===== src/rtl/famicom_pad_pkg.sv =====
// Shared types and constants for the Famicom controller-port scanner.
package famicom_pad_pkg;

  localparam int unsigned NBITS = 8;

  typedef enum logic [2:0] {
    IDLE,
    LATCH,
    GAP,
    RD_LO,
    RD_HI
  } state_e;

  localparam int unsigned BTN_A      = 0;
  localparam int unsigned BTN_B      = 1;
  localparam int unsigned BTN_SELECT = 2;
  localparam int unsigned BTN_START  = 3;
  localparam int unsigned BTN_UP     = 4;
  localparam int unsigned BTN_DOWN   = 5;
  localparam int unsigned BTN_LEFT   = 6;
  localparam int unsigned BTN_RIGHT  = 7;

endpackage


===== src/rtl/famicom_pad_timer.sv =====
// Phase timer: reloads to CLK_DIV-1 and counts down, flagging the last cycle of a phase.
module famicom_pad_timer #(
  parameter int unsigned CLK_DIV = 12
) (
  input  logic i_clk,
  input  logic i_rst_n,
  input  logic i_reload,
  output logic o_phase_end
);

  localparam int unsigned CW = (CLK_DIV > 1) ? $clog2(CLK_DIV) : 1;
  localparam logic [CW-1:0] RELOAD = CW'(CLK_DIV - 1);

  logic [CW-1:0] r_cnt;

  // Holds at zero once expired; the FSM only looks at it outside IDLE.
  always_ff @(posedge i_clk or negedge i_rst_n) begin
    if (!i_rst_n) begin
      r_cnt <= '0;
    end else if (i_reload) begin
      r_cnt <= RELOAD;
    end else if (r_cnt != '0) begin
      r_cnt <= r_cnt - CW'(1);
    end
  end

  assign o_phase_end = (r_cnt == '0);

endmodule


===== src/rtl/famicom_pad_scan.sv =====
// Autonomous Famicom pad scanner: drives latch/read strobes, deserialises both ports.
module famicom_pad_scan
  import famicom_pad_pkg::*;
#(
  parameter int unsigned CLK_DIV = 12
) (
  input  logic             CLK,
  input  logic             nRST,
  input  logic             start,
  input  logic             P4016_D0,
  input  logic             P4017_D0,
  output logic             OUT0,
  output logic             nINP0,
  output logic             nINP1,
  output logic             busy,
  output logic             done,
  output logic             overrun,
  output logic [NBITS-1:0] pad0,
  output logic [NBITS-1:0] pad1
);

  localparam int unsigned IW = $clog2(NBITS);

  state_e           r_state, w_state_nxt;
  logic             w_phase_end, w_reload, w_last;
  logic [IW-1:0]    r_idx;
  logic [NBITS-1:0] r_shadow0, r_shadow1, r_pad0, r_pad1;
  logic             r_out0, r_ninp, r_busy, r_done, r_overrun;

  famicom_pad_timer #(.CLK_DIV(CLK_DIV)) u_timer (
    .i_clk       (CLK),
    .i_rst_n     (nRST),
    .i_reload    (w_reload),
    .o_phase_end (w_phase_end)
  );

  always_comb begin
    w_state_nxt = r_state;
    w_last      = 1'b0;
    unique case (r_state)
      IDLE:  if (start) w_state_nxt = LATCH;
      LATCH: if (w_phase_end) w_state_nxt = GAP;
      GAP:   if (w_phase_end) w_state_nxt = RD_LO;
      RD_LO: if (w_phase_end) w_state_nxt = RD_HI;
      RD_HI: begin
        if (w_phase_end) begin
          if (r_idx == IW'(NBITS - 1)) begin
            w_state_nxt = IDLE;
            w_last      = 1'b1;
          end else begin
            w_state_nxt = RD_LO;
          end
        end
      end
      default: w_state_nxt = IDLE;
    endcase
    // Every transition moves to a different state, so a change marks a phase boundary.
    w_reload = (w_state_nxt != r_state);
  end

  always_ff @(posedge CLK or negedge nRST) begin
    if (!nRST) begin
      r_state   <= IDLE;
      r_idx     <= '0;
      r_shadow0 <= '0;
      r_shadow1 <= '0;
      r_pad0    <= '0;
      r_pad1    <= '0;
      r_out0    <= 1'b0;
      r_ninp    <= 1'b1;
      r_busy    <= 1'b0;
      r_done    <= 1'b0;
      r_overrun <= 1'b0;
    end else begin
      r_state <= w_state_nxt;
      if (r_state == GAP && w_phase_end) begin
        r_idx <= '0;
      end else if (r_state == RD_HI && w_phase_end && !w_last) begin
        r_idx <= r_idx + IW'(1);
      end
      // Pads are active-low; sample on the edge that raises the read strobe.
      if (r_state == RD_LO && w_phase_end) begin
        r_shadow0[r_idx] <= ~P4016_D0;
        r_shadow1[r_idx] <= ~P4017_D0;
      end
      if (w_last) begin
        r_pad0 <= r_shadow0;
        r_pad1 <= r_shadow1;
      end
      r_out0    <= (w_state_nxt == LATCH);
      r_ninp    <= (w_state_nxt != RD_LO);
      r_busy    <= (w_state_nxt != IDLE);
      r_done    <= w_last;
      r_overrun <= start && (r_state != IDLE);
    end
  end

  assign OUT0    = r_out0;
  assign nINP0   = r_ninp;
  assign nINP1   = r_ninp;
  assign busy    = r_busy;
  assign done    = r_done;
  assign overrun = r_overrun;
  assign pad0    = r_pad0;
  assign pad1    = r_pad1;

endmodule


===== config.mk =====
export PLATFORM = sky130hd
export DESIGN_NAME = famicom_pad_scan
export DESIGN_NICKNAME = d
export VERILOG_FILES = /design/src/rtl/famicom_pad_pkg.sv /design/src/rtl/famicom_pad_timer.sv /design/src/rtl/famicom_pad_scan.sv
export SDC_FILE = /design/constraint.sdc
export NUM_CORES = 1
export LEC_CHECK = 0
export CAP_MARGIN = 10
export CORE_MARGIN = 4
export CORE_UTILIZATION = 49
export CTS_BUF_LIST = sky130_fd_sc_hd__clkbuf_8 sky130_fd_sc_hd__clkbuf_16
export DETAILED_ROUTE_END_ITERATION = 7
export GPL_ROUTABILITY_DRIVEN = 0
export GPL_TIMING_DRIVEN = 0
export PLACE_DENSITY_LB_ADDON = 0.05
export SLEW_MARGIN = 10
export SYNTH_ARGS = -nofsm -noshare
export SYNTH_HDL_FRONTEND = slang
export SYNTH_HIERARCHICAL = 1
export SYNTH_SLANG_ARGS = --single-unit

===== constraint.sdc =====
create_clock -name CLK -period 2.65 [get_ports CLK]
set_clock_uncertainty 0.15 [all_clocks]
set_input_delay 0.6625 -clock CLK [delete_from_list [all_inputs] [get_ports CLK]]
set_output_delay 0.6625 -clock CLK [all_outputs]
set_load 0.03 [all_outputs]

==> results of run 1 <==
==> repair_timing <==
action / CTS / global route
pin swaps: 0 / 0
endpoints found under the setup margin: 7 / 14
setup buffers: 0 / 1
resized for setup: 5 / 7
hold endpoints to repair: 0 / 0
==> flip-flops by register name (all words and copies together), names as in the netlist, 3 cells and up <==
signal	count
pad0	8
pad1	8
r_idx	3
r_shadow0	8
r_shadow1	8
r_state	3
u_timer/r_cnt	4
==> power groups by stage <==
stage	registers [mW]	clock network (mW)	logic, mW
floorplan	0.891	0	0.332
global placement	0.865	0	0.470
detailed placement	0.871	0	0.495
CTS	0.861	0.557	0.503
global route	0.872	0.588	0.569
finish	0.861	0.537	0.507
==> layer usage <==
metal,global-route usage [%],part of all wire (%),vias up
li1,-,-,678
met1,21.0,45,691
met2,26.8,49,31
met3,3.46,3.8,7
met4,7.99,2.1,0
met5,0,0,-
==> layout make-up <==
type	count	area, µm²
flip-flops and latches	47	1180
multi-input cells	107	757
clock buffers	6	82.6
well taps	50	62.6
repair buffers	28	290
plain buffers	11	72.6
clock inverters	2	35.0
fillers	313	1460
inverters	16	60.1
==> synth_stat cells, types with 4 or more instances <==
library cell	n
clkbuf_1	6
dfrtp_1	46
inv_1	16
mux2_2	4
mux2i_1	16
nand2_1	16
nand2b_1	4
nand3b_1	4
nor2_1	9
nor3_1	4
o21ai_0	17
o31ai_1	5
==> cell families (layout without fill, tap and decap cells) <==
family	count (synthesis)	after routing	synth area share (%)
AOI/OAI and AO/OA	29	29	8.43
adders and majority gates	3	3	1.85
buffers and inverters	27	63	6.28
muxes	20	20	10.1
and+or+nand+nor	54	54	15.0
DFF	47	47	57.9
xor gates and xnor gates	1	1	0.431
==> critical path: stages, from the launching register on <==
cell,delay (ns)
dfrtp_1,0.42
inv_1,0.08
ha_1,0.21
nor3b_4,0.26
buf_4,0.20
or2b_1,0.12
nor2_1,0.04
or4_4,0.55
or3_1,0.37
==> worst min-delay path by stage <==
stage,from,end,slack (ns),depth (start not counted)
final,nRST,r_state[0],0.20,1
after CTS,nRST,r_shadow0[7],0.21,1
after global placement,pad0[2],pad0[2],0.31,2
after global routing,nRST,r_state[0],0.23,1
after floorplan,nRST,OUT0,0.22,0
after detailed placement,pad0[1],pad0[1],0.32,2
==> run_results.csv, run 1 <==
group,metric,value,unit
synth,ys_ff_latch,47,
sta,drv_slew,0,
routing,ant_nets,0,
critical_path,endpoint_kind,"flop",
synth,syn_inst,181,
clocking,cts_sinks,47,
finish,nNetsFinal,224,
critical_path,r2r_cells,8,
critical_path,cp-start-kind,"flop",
placed_design,dp_cells,258,
power_and_ir_drop,powerDensity,751,mW/mm²
synth,synth_top_area_share,56.6,%
die,die_x,72.4,µm
routing,drcViolationCount,0,
finish,layout_commonest_cell,"dfrtp_1",
clocking,clk_path_buf_depth,2,
clocking,cts_root_buf,"clkbuf_8",
clocking,cts_buffers,5,
clocking,cts_hold_buffers,0,
synth,synth_top_area_cell,"dfrtp_1",
power_and_ir_drop,power.share.switching,29.1,%
critical_path,critical_path_class,"flop to flop",
min_path,min_path_type,"primary input to async pin",
synth,synth.distinct_cells,33,
finish,post-route-util,63.4,%
finish,fin_cells,267,
critical_path,cp-startpoint,"u_timer/r_cnt[0]",
power_and_ir_drop,internal_power,1.35,mW
power_and_ir_drop,pwr-share-comb,26.6,%
routing,dr_total_vias,1407,
finish,final_cell_mix,"dfrtp_1 (46), clkdlybuf4s50_1 (25), o21ai_0 (17)",
sta,fin_hold_ws,0.197,ns
die,core_area,0.00400,mm²
finish,syn2layout_area_growth,24.8,%
job,drv_cap,0,
critical_path,worstReg2RegStart,"u_timer/r_cnt[0]",
power_and_ir_drop,ir_drop,0.448,mV
sta,fin_crit_sh,95.3,%
placed_design,dpl_cell_area,0.00238,mm²
routing,drtPass1Iterations,4,
critical_path,cp-endpoint,"busy",
sta,rsz0062_at_grt,"no",
routing,routed_wl,3870,µm
synth,yosys_warnings,6,
grt,grt-ovfl-total,0,
critical_path,r2r_slack,0.12,ns
sta,relSlewSlack,62.2,%
synth,synth_area_leaders,"dfrtp_1 (57%), mux2i_1 (7.9%), o21ai_0 (4.2%)",
finish,antennaDiodeCount,0,
placed_design,dp_hpwl,2780,µm
critical_path,reg2reg_to,"busy",
grt,grt_pass1_vias,1402,
die,io_pins,27,
synth,synth_async_sr_flop_share,100,%
power_and_ir_drop,cellLeakagePower,1.18,nW
finish,finalInstanceArea,0.00254,mm²
placed_design,numPortBuffers,26,
clocking,clock_latency,0.30,ns
sta,hold_violations,0,
grt,grt_antenna_before_repair,0,
routing,via_per_inst,5.27,
power_and_ir_drop,switchingPower,554,µW
sta,fmax,396,MHz
critical_path,required,2.68,ns
sta,setup_viol,0,
synth,synth_edf_count,0,
sta,min_period,2.53,ns
die,die_area,0.00524,mm²
die,die_h,72.4,µm
die,initial_utilization,50.8,%
synth,avgSynthCellArea,11.2,µm²
grt,grt_max_degree,25,
sta,worst_slack,0.124,ns
power_and_ir_drop,power_frac_clock,28.2,%
clocking,path_clk_slew,0.08,ns
sta,tns,0,ns
power_and_ir_drop,fin_total_pwr,1.90,mW
die,row_count,23,
finish,layout-drive-gt1-share,13.8,%
synth,synth_seq_area_share,57.9,%
power_and_ir_drop,seqPwrFrac,45.2,%
critical_path,arrival,2.56,ns
routing,drt-initial-drc-count,113,
run_status,status,"complete, no violations",
sta,worst_slew_pin_slew,0.567,ns
clocking,tritoncts,"done",
synth,synth_flop_cell,"dfrtp_1",
clocking,htreeDepth,2,
synth,synth_fp_nets,189,
routing,wire_per_inst,14.5,µm
synth,syn-cell-area,0.00203,mm²
critical_path,crit_fanout,9,
grt,grt_pass1_wl,6640,µm
grt,grt_use_total,16.5,%
placed_design,pre_cts_ws,-0.232,ns
No activity file was read; power rests on OpenSTA's default activity.
==> run 2, diff against run 1 <==
Settings changed: SKIP_CTS_REPAIR_TIMING set to 1, TNS_END_PERCENT set to 5.
==> run 2 against run 1 <==
Routed wire length is essentially flat. Hold slack is the same. Via count is the same. Non-clock buffer count is the same. Combinational power is essentially flat. Power is essentially flat. Maximum frequency is essentially flat. Largest power group unchanged. Global-route usage is essentially flat. Highest routed layer unchanged.
==> run_results.csv, run 2 (same netlist as run 1, synthesis figures left out) <==
group,metric,value,unit
sta,drv_slew,0,
finish,antennaDiodeCount,0,
sta,min_period,2.53,ns
critical_path,path_delay_family,"simple AND/OR/NAND/NOR gates",
critical_path,endpoint_kind,"flop",
run_status,status,"complete, no violations",
routing,via_per_inst,5.27,
clocking,cts_sinks,47,
sta,rsz0062_at_grt,"no",
critical_path,r2r_slack,0.12,ns
clocking,htreeDepth,2,
clocking,clk_path_buf_depth,2,
finish,ff_latch_area,0.00118,mm²
sta,fin_crit_sh,95.3,%
routing,drt-initial-drc-count,113,
finish,layout-drive-gt1-share,13.8,%
finish,fillerInstances,313,
die,die_area,0.00524,mm²
grt,grt_max_degree,25,
clocking,clock_latency,0.30,ns
critical_path,reg2reg_to,"busy",
sta,fmax,396,MHz
finish,nNetsFinal,224,
placed_design,pre_cts_ws,-0.232,ns
placed_design,numPortBuffers,26,
sta,hold_violations,0,
die,core_area,0.00400,mm²
critical_path,r2r_cells,8,
routing,ant_nets,0,
power_and_ir_drop,powerDensity,751,mW/mm²
grt,grt_use_total,16.5,%
min_path,min_path_type,"primary input to async pin",
clocking,cts_root_buf,"clkbuf_8",
critical_path,arrival,2.56,ns
critical_path,crit_fanout,9,
critical_path,critical_path_class,"flop to flop",
power_and_ir_drop,fin_total_pwr,1.90,mW
finish,multiInputGateArea,757,µm²
power_and_ir_drop,ir_drop,0.448,mV
clocking,cts_buffers,5,
power_and_ir_drop,cellLeakagePower,1.18,nW
routing,routed_wl,3870,µm
grt,grt-ovfl-total,0,
finish,layout_commonest_cell,"dfrtp_1",
sta,worst_slack,0.123,ns
routing,drcViolationCount,0,
die,initial_utilization,50.8,%
clocking,path_clk_slew,0.08,ns
routing,dr_total_vias,1407,
finish,finalInstanceArea,0.00254,mm²
routing,wire_per_inst,14.5,µm
die,die_x,72.4,µm
critical_path,required,2.68,ns
critical_path,crit_slowest_cell,"or4_4",
placed_design,dp_hpwl,2780,µm
grt,grt_antenna_before_repair,0,
finish,final_cell_mix,"dfrtp_1 (46), clkdlybuf4s50_1 (25), o21ai_0 (17)",
grt,grt_pass1_wl,6640,µm
critical_path,worst-path-buf-inv,2,
job,drv_cap,0,
die,die_h,72.4,µm
sta,worst_slew_pin_slew,0.567,ns
critical_path,cp-start-kind,"flop",
routing,drtPass1Iterations,4,
die,row_count,23,
critical_path,worstReg2RegStart,"u_timer/r_cnt[0]",
die,io_pins,27,
critical_path,crit_chain,"inv_1 -> ha_1 -> nor3b_4 -> buf_4 -> or2b_1 -> nor2_1 -> or4_4 -> or3_1",
finish,syn2layout_area_growth,24.8,%
grt,grt_pass1_vias,1402,
critical_path,cpPeakStageDelay,0.55,ns
placed_design,dpl_cell_area,0.00238,mm²
sta,setup_viol,0,
sta,relSlewSlack,62.2,%
clocking,tritoncts,"done",
## run 2: cell counts in the layout (fill, tap and decap cells not counted)
Identical to the previous run, type by type.
## run 2: power by group
part           internal, mW  switching [mW]
logic                 0.242           0.265
registers             0.804          0.0572
clock network         0.305           0.232
## run 2: worst max path at each step
| stage | startpoint | endpoint | slack (ns) | depth (start not counted) |
|---|---|---|---|---|
| after floorplan | u_timer/r_cnt[0] | busy | 0.17 | 8 |
| after global placement | nRST | pad0[1] | -0.39 | 1 |
| after detailed placement | u_timer/r_cnt[0] | r_shadow0[4] | -0.23 | 8 |
| after CTS | u_timer/r_cnt[0] | r_shadow0[4] | -0.25 | 8 |
| after global routing | u_timer/r_cnt[0] | busy | 0.004 | 8 |
| final | u_timer/r_cnt[0] | busy | 0.12 | 8 |
## run 2: per-layer routing
metal | vias up | wire length, µm | GRT usage, %
met5 | - | 0 | 0
met4 | 0 | 81 | 7.99
met3 | 7 | 148 | 3.46
met2 | 31 | 1910 | 26.7
met1 | 690 | 1720 | 21.0
li1 | 679 | - | -
## run 2: worst reg2reg max path: stages (launching register included)
cell     delay [ns]
dfrtp_1        0.42
inv_1          0.08
ha_1           0.21
nor3b_4        0.26
buf_4          0.20
or2b_1         0.12
nor2_1         0.04
or4_4          0.55
or3_1          0.37
## run 2: stage by stage
step / setup TNS (ns) / std cells / utilization, % / hold slack, ns
6_report: 0 / 267 / 63.4 / 0.197
3_3_place_gp: -18.17 / 257 / 58.9 / 0.314
2_1_floorplan: 0 / 181 / - / 0.217
5_1_grt: 0 / 267 / 63.4 / 0.229
3_5_place_dp: -1.09 / 258 / 59.5 / 0.323
4_1_cts: -1.26 / 266 / 62.4 / 0.208
## run 2: cell type report
type	instances	area share, %
sequential	47	46.4
multi-input combinational	107	29.8
timing repair buffer	28	11.4
clock buffer	6	3.25
buffer	11	2.86
tap	50	2.47
inverter	16	2.37
clock inverter	2	1.38
==> run 3, diff against run 2 <==
Settings changed: PLACE_DENSITY set to 0.84, PLACE_DENSITY_LB_ADDON 0.05 to not set, SKIP_CTS_REPAIR_TIMING 1 to not set.
==> run 3 against run 2 <==
Global-route usage down 0.73 points. Critical path type unchanged. First-iteration DRC count decreased by 51%. Sequential cell count stayed put. Final cell count shrank 0.37%. Routed wire length is 7.7% lower. Power shrank 6.6%.
==> run_results.csv, run 3 (same netlist as run 1, synthesis figures left out) <==
group,metric,value,unit
grt,grt_use_total,15.7,%
sta,fin_hold_ws,0.159,ns
power_and_ir_drop,ir_drop,0.464,mV
critical_path,crit_chain,"inv_1 -> ha_1 -> nor3b_4 -> buf_4 -> or2b_1 -> nor2_1 -> or4_4 -> or3_1",
min_path,min_path_type,"primary input to async pin",
die,io_pins,27,
placed_design,pre_cts_ws,-0.116,ns
die,die_area,0.00524,mm²
sta,setup_viol,0,
critical_path,cp-start-kind,"flop",
grt,grt-ovfl-total,0,
grt,grt_antenna_before_repair,0,
grt,grt_pass1_vias,1355,
critical_path,worstReg2RegStart,"u_timer/r_cnt[0]",
grt,gr-usage-met1,20.7,%
routing,ant_nets,0,
finish,post-route-util,62.4,%
job,drv_cap,0,
grt,grt_pass1_wl,6270,µm
clocking,clk_path_buf_depth,2,
routing,routed_wl,3570,µm
finish,layout_commonest_cell,"dfrtp_1",
sta,fmax,397,MHz
sta,hold_violations,0,
critical_path,r2r_cells,8,
die,initial_utilization,50.8,%
critical_path,r2r_slack,0.13,ns
sta,min_period,2.52,ns
sta,drv_slew,0,
critical_path,required,2.68,ns
placed_design,dpl_cell_area,0.00237,mm²
routing,dr_total_vias,1356,
clocking,clock_latency,0.29,ns
sta,worst_slack,0.128,ns
grt,top_usage_layer,"met2",
clocking,cts_root_buf,"clkbuf_8",
routing,drcViolationCount,0,
clocking,cts_buffers,5,
power_and_ir_drop,cellLeakagePower,1.15,nW
grt,grt_use_met2,25.3,%
sta,fin_crit_sh,95.2,%
critical_path,crit_fanout,9,
critical_path,reg2reg_to,"busy",
clocking,htreeDepth,2,
finish,antennaDiodeCount,0,
routing,via_per_inst,5.10,
critical_path,endpoint_kind,"flop",
critical_path,arrival,2.55,ns
die,row_count,23,
run_status,status,"complete, no violations",
critical_path,critical_path_class,"flop to flop",
sta,relSlewSlack,68.4,%
clocking,tritoncts,"done",
sta,tns,0,ns
routing,wire_per_inst,13.4,µm
clocking,path_clk_slew,0.08,ns
routing,drt-initial-drc-count,55,
clocking,cts_sinks,47,
finish,nNetsFinal,224,
routing,drtPass1Iterations,4,
die,core_area,0.00400,mm²
die,die_h,72.4,µm
critical_path,cpPeakStageDelay,0.55,ns
grt,grt_max_degree,28,
critical_path,path_delay_family,"simple AND/OR/NAND/NOR gates",
sta,worst_slew_pin_slew,0.470,ns
die,die_x,72.4,µm
placed_design,numPortBuffers,26,
power_and_ir_drop,powerDensity,713,mW/mm²
critical_path,worst-path-buf-inv,2,
finish,layout-drive-gt1-share,13.4,%
grt,use_met3,2.91,%
finish,final_cell_mix,"dfrtp_1 (46), clkdlybuf4s50_1 (25), o21ai_0 (17)",
finish,syn2layout_area_growth,22.7,%
placed_design,dp_hpwl,2610,µm
finish,finalInstanceArea,0.00249,mm²
critical_path,crit_slowest_cell,"or4_4",
run 3: cell count changes in the layout (fill, tap and decap cells not counted):
cell | before | now
bufinv_16 | 1 | 0
buf_16 | 1 | 0
nand2b_4 | 1 | 0
buf_12 | 0 | 1
nand2b_2 | 0 | 1
run 3: how the worst max path moves through the flow:
stage	start	cells after the start	slack [ns]	to
2_1_floorplan	u_timer/r_cnt[0]	8	0.17	busy
3_3_place_gp	nRST	1	-0.45	busy
3_5_place_dp	u_timer/r_cnt[0]	8	-0.12	r_shadow0[2]
4_1_cts	u_timer/r_cnt[0]	8	0.02	busy
5_1_grt	u_timer/r_cnt[0]	8	-0.004	busy
6_report	u_timer/r_cnt[0]	8	0.13	busy
run 3: routing by layer:
metal / part of all wire [%] / vias to the layer above
met5: 0 / -
met4: 1.9 / 0
met3: 2.4 / 7
met2: 49 / 15
met1: 46 / 657
li1: - / 677
run 3: final cells by class:
| class | instances | area (µm²) |
|---|---|---|
| inverter | 16 | 60.1 |
| clock buffer | 6 | 82.6 |
| buffer | 11 | 72.6 |
| timing repair buffer | 28 | 283 |
| fill | 322 | 1510 |
| sequential | 47 | 1180 |
| tap | 50 | 62.6 |
| clock inverter | 1 | 5.00 |
| multi-input combinational | 107 | 752 |
run 3: per-stage QoR:
step / std cells / total power, mW
finish: 266 / 1.78
global route: 266 / 1.89
CTS: 265 / 1.79
detailed placement: 258 / 1.36
global placement: 257 / 1.33
floorplan: 181 / 1.22
run 3: repair_timing:
item                                    CTS  global route
hold buffers                              0             0
gates resized for setup                   5             6
endpoints found under the setup margin    7            16
buffers inserted                          0             1
run 3: worst register-to-register path, delay by kind of cell, from the launching register on:
family,cells,cell delay [ns]
flops,1,0.42
fa+ha+maj,1,0.20
buf+inv,2,0.27
simple gates,5,1.36
run 3: report_power, final:
group | switching [mW] | leakage (nW) | total (mW) | internal, mW
combinational | 0.260 | 0.534 | 0.499 | 0.239
clock | 0.214 | 0.0470 | 0.418 | 0.205
sequential | 0.0573 | 0.568 | 0.861 | 0.804
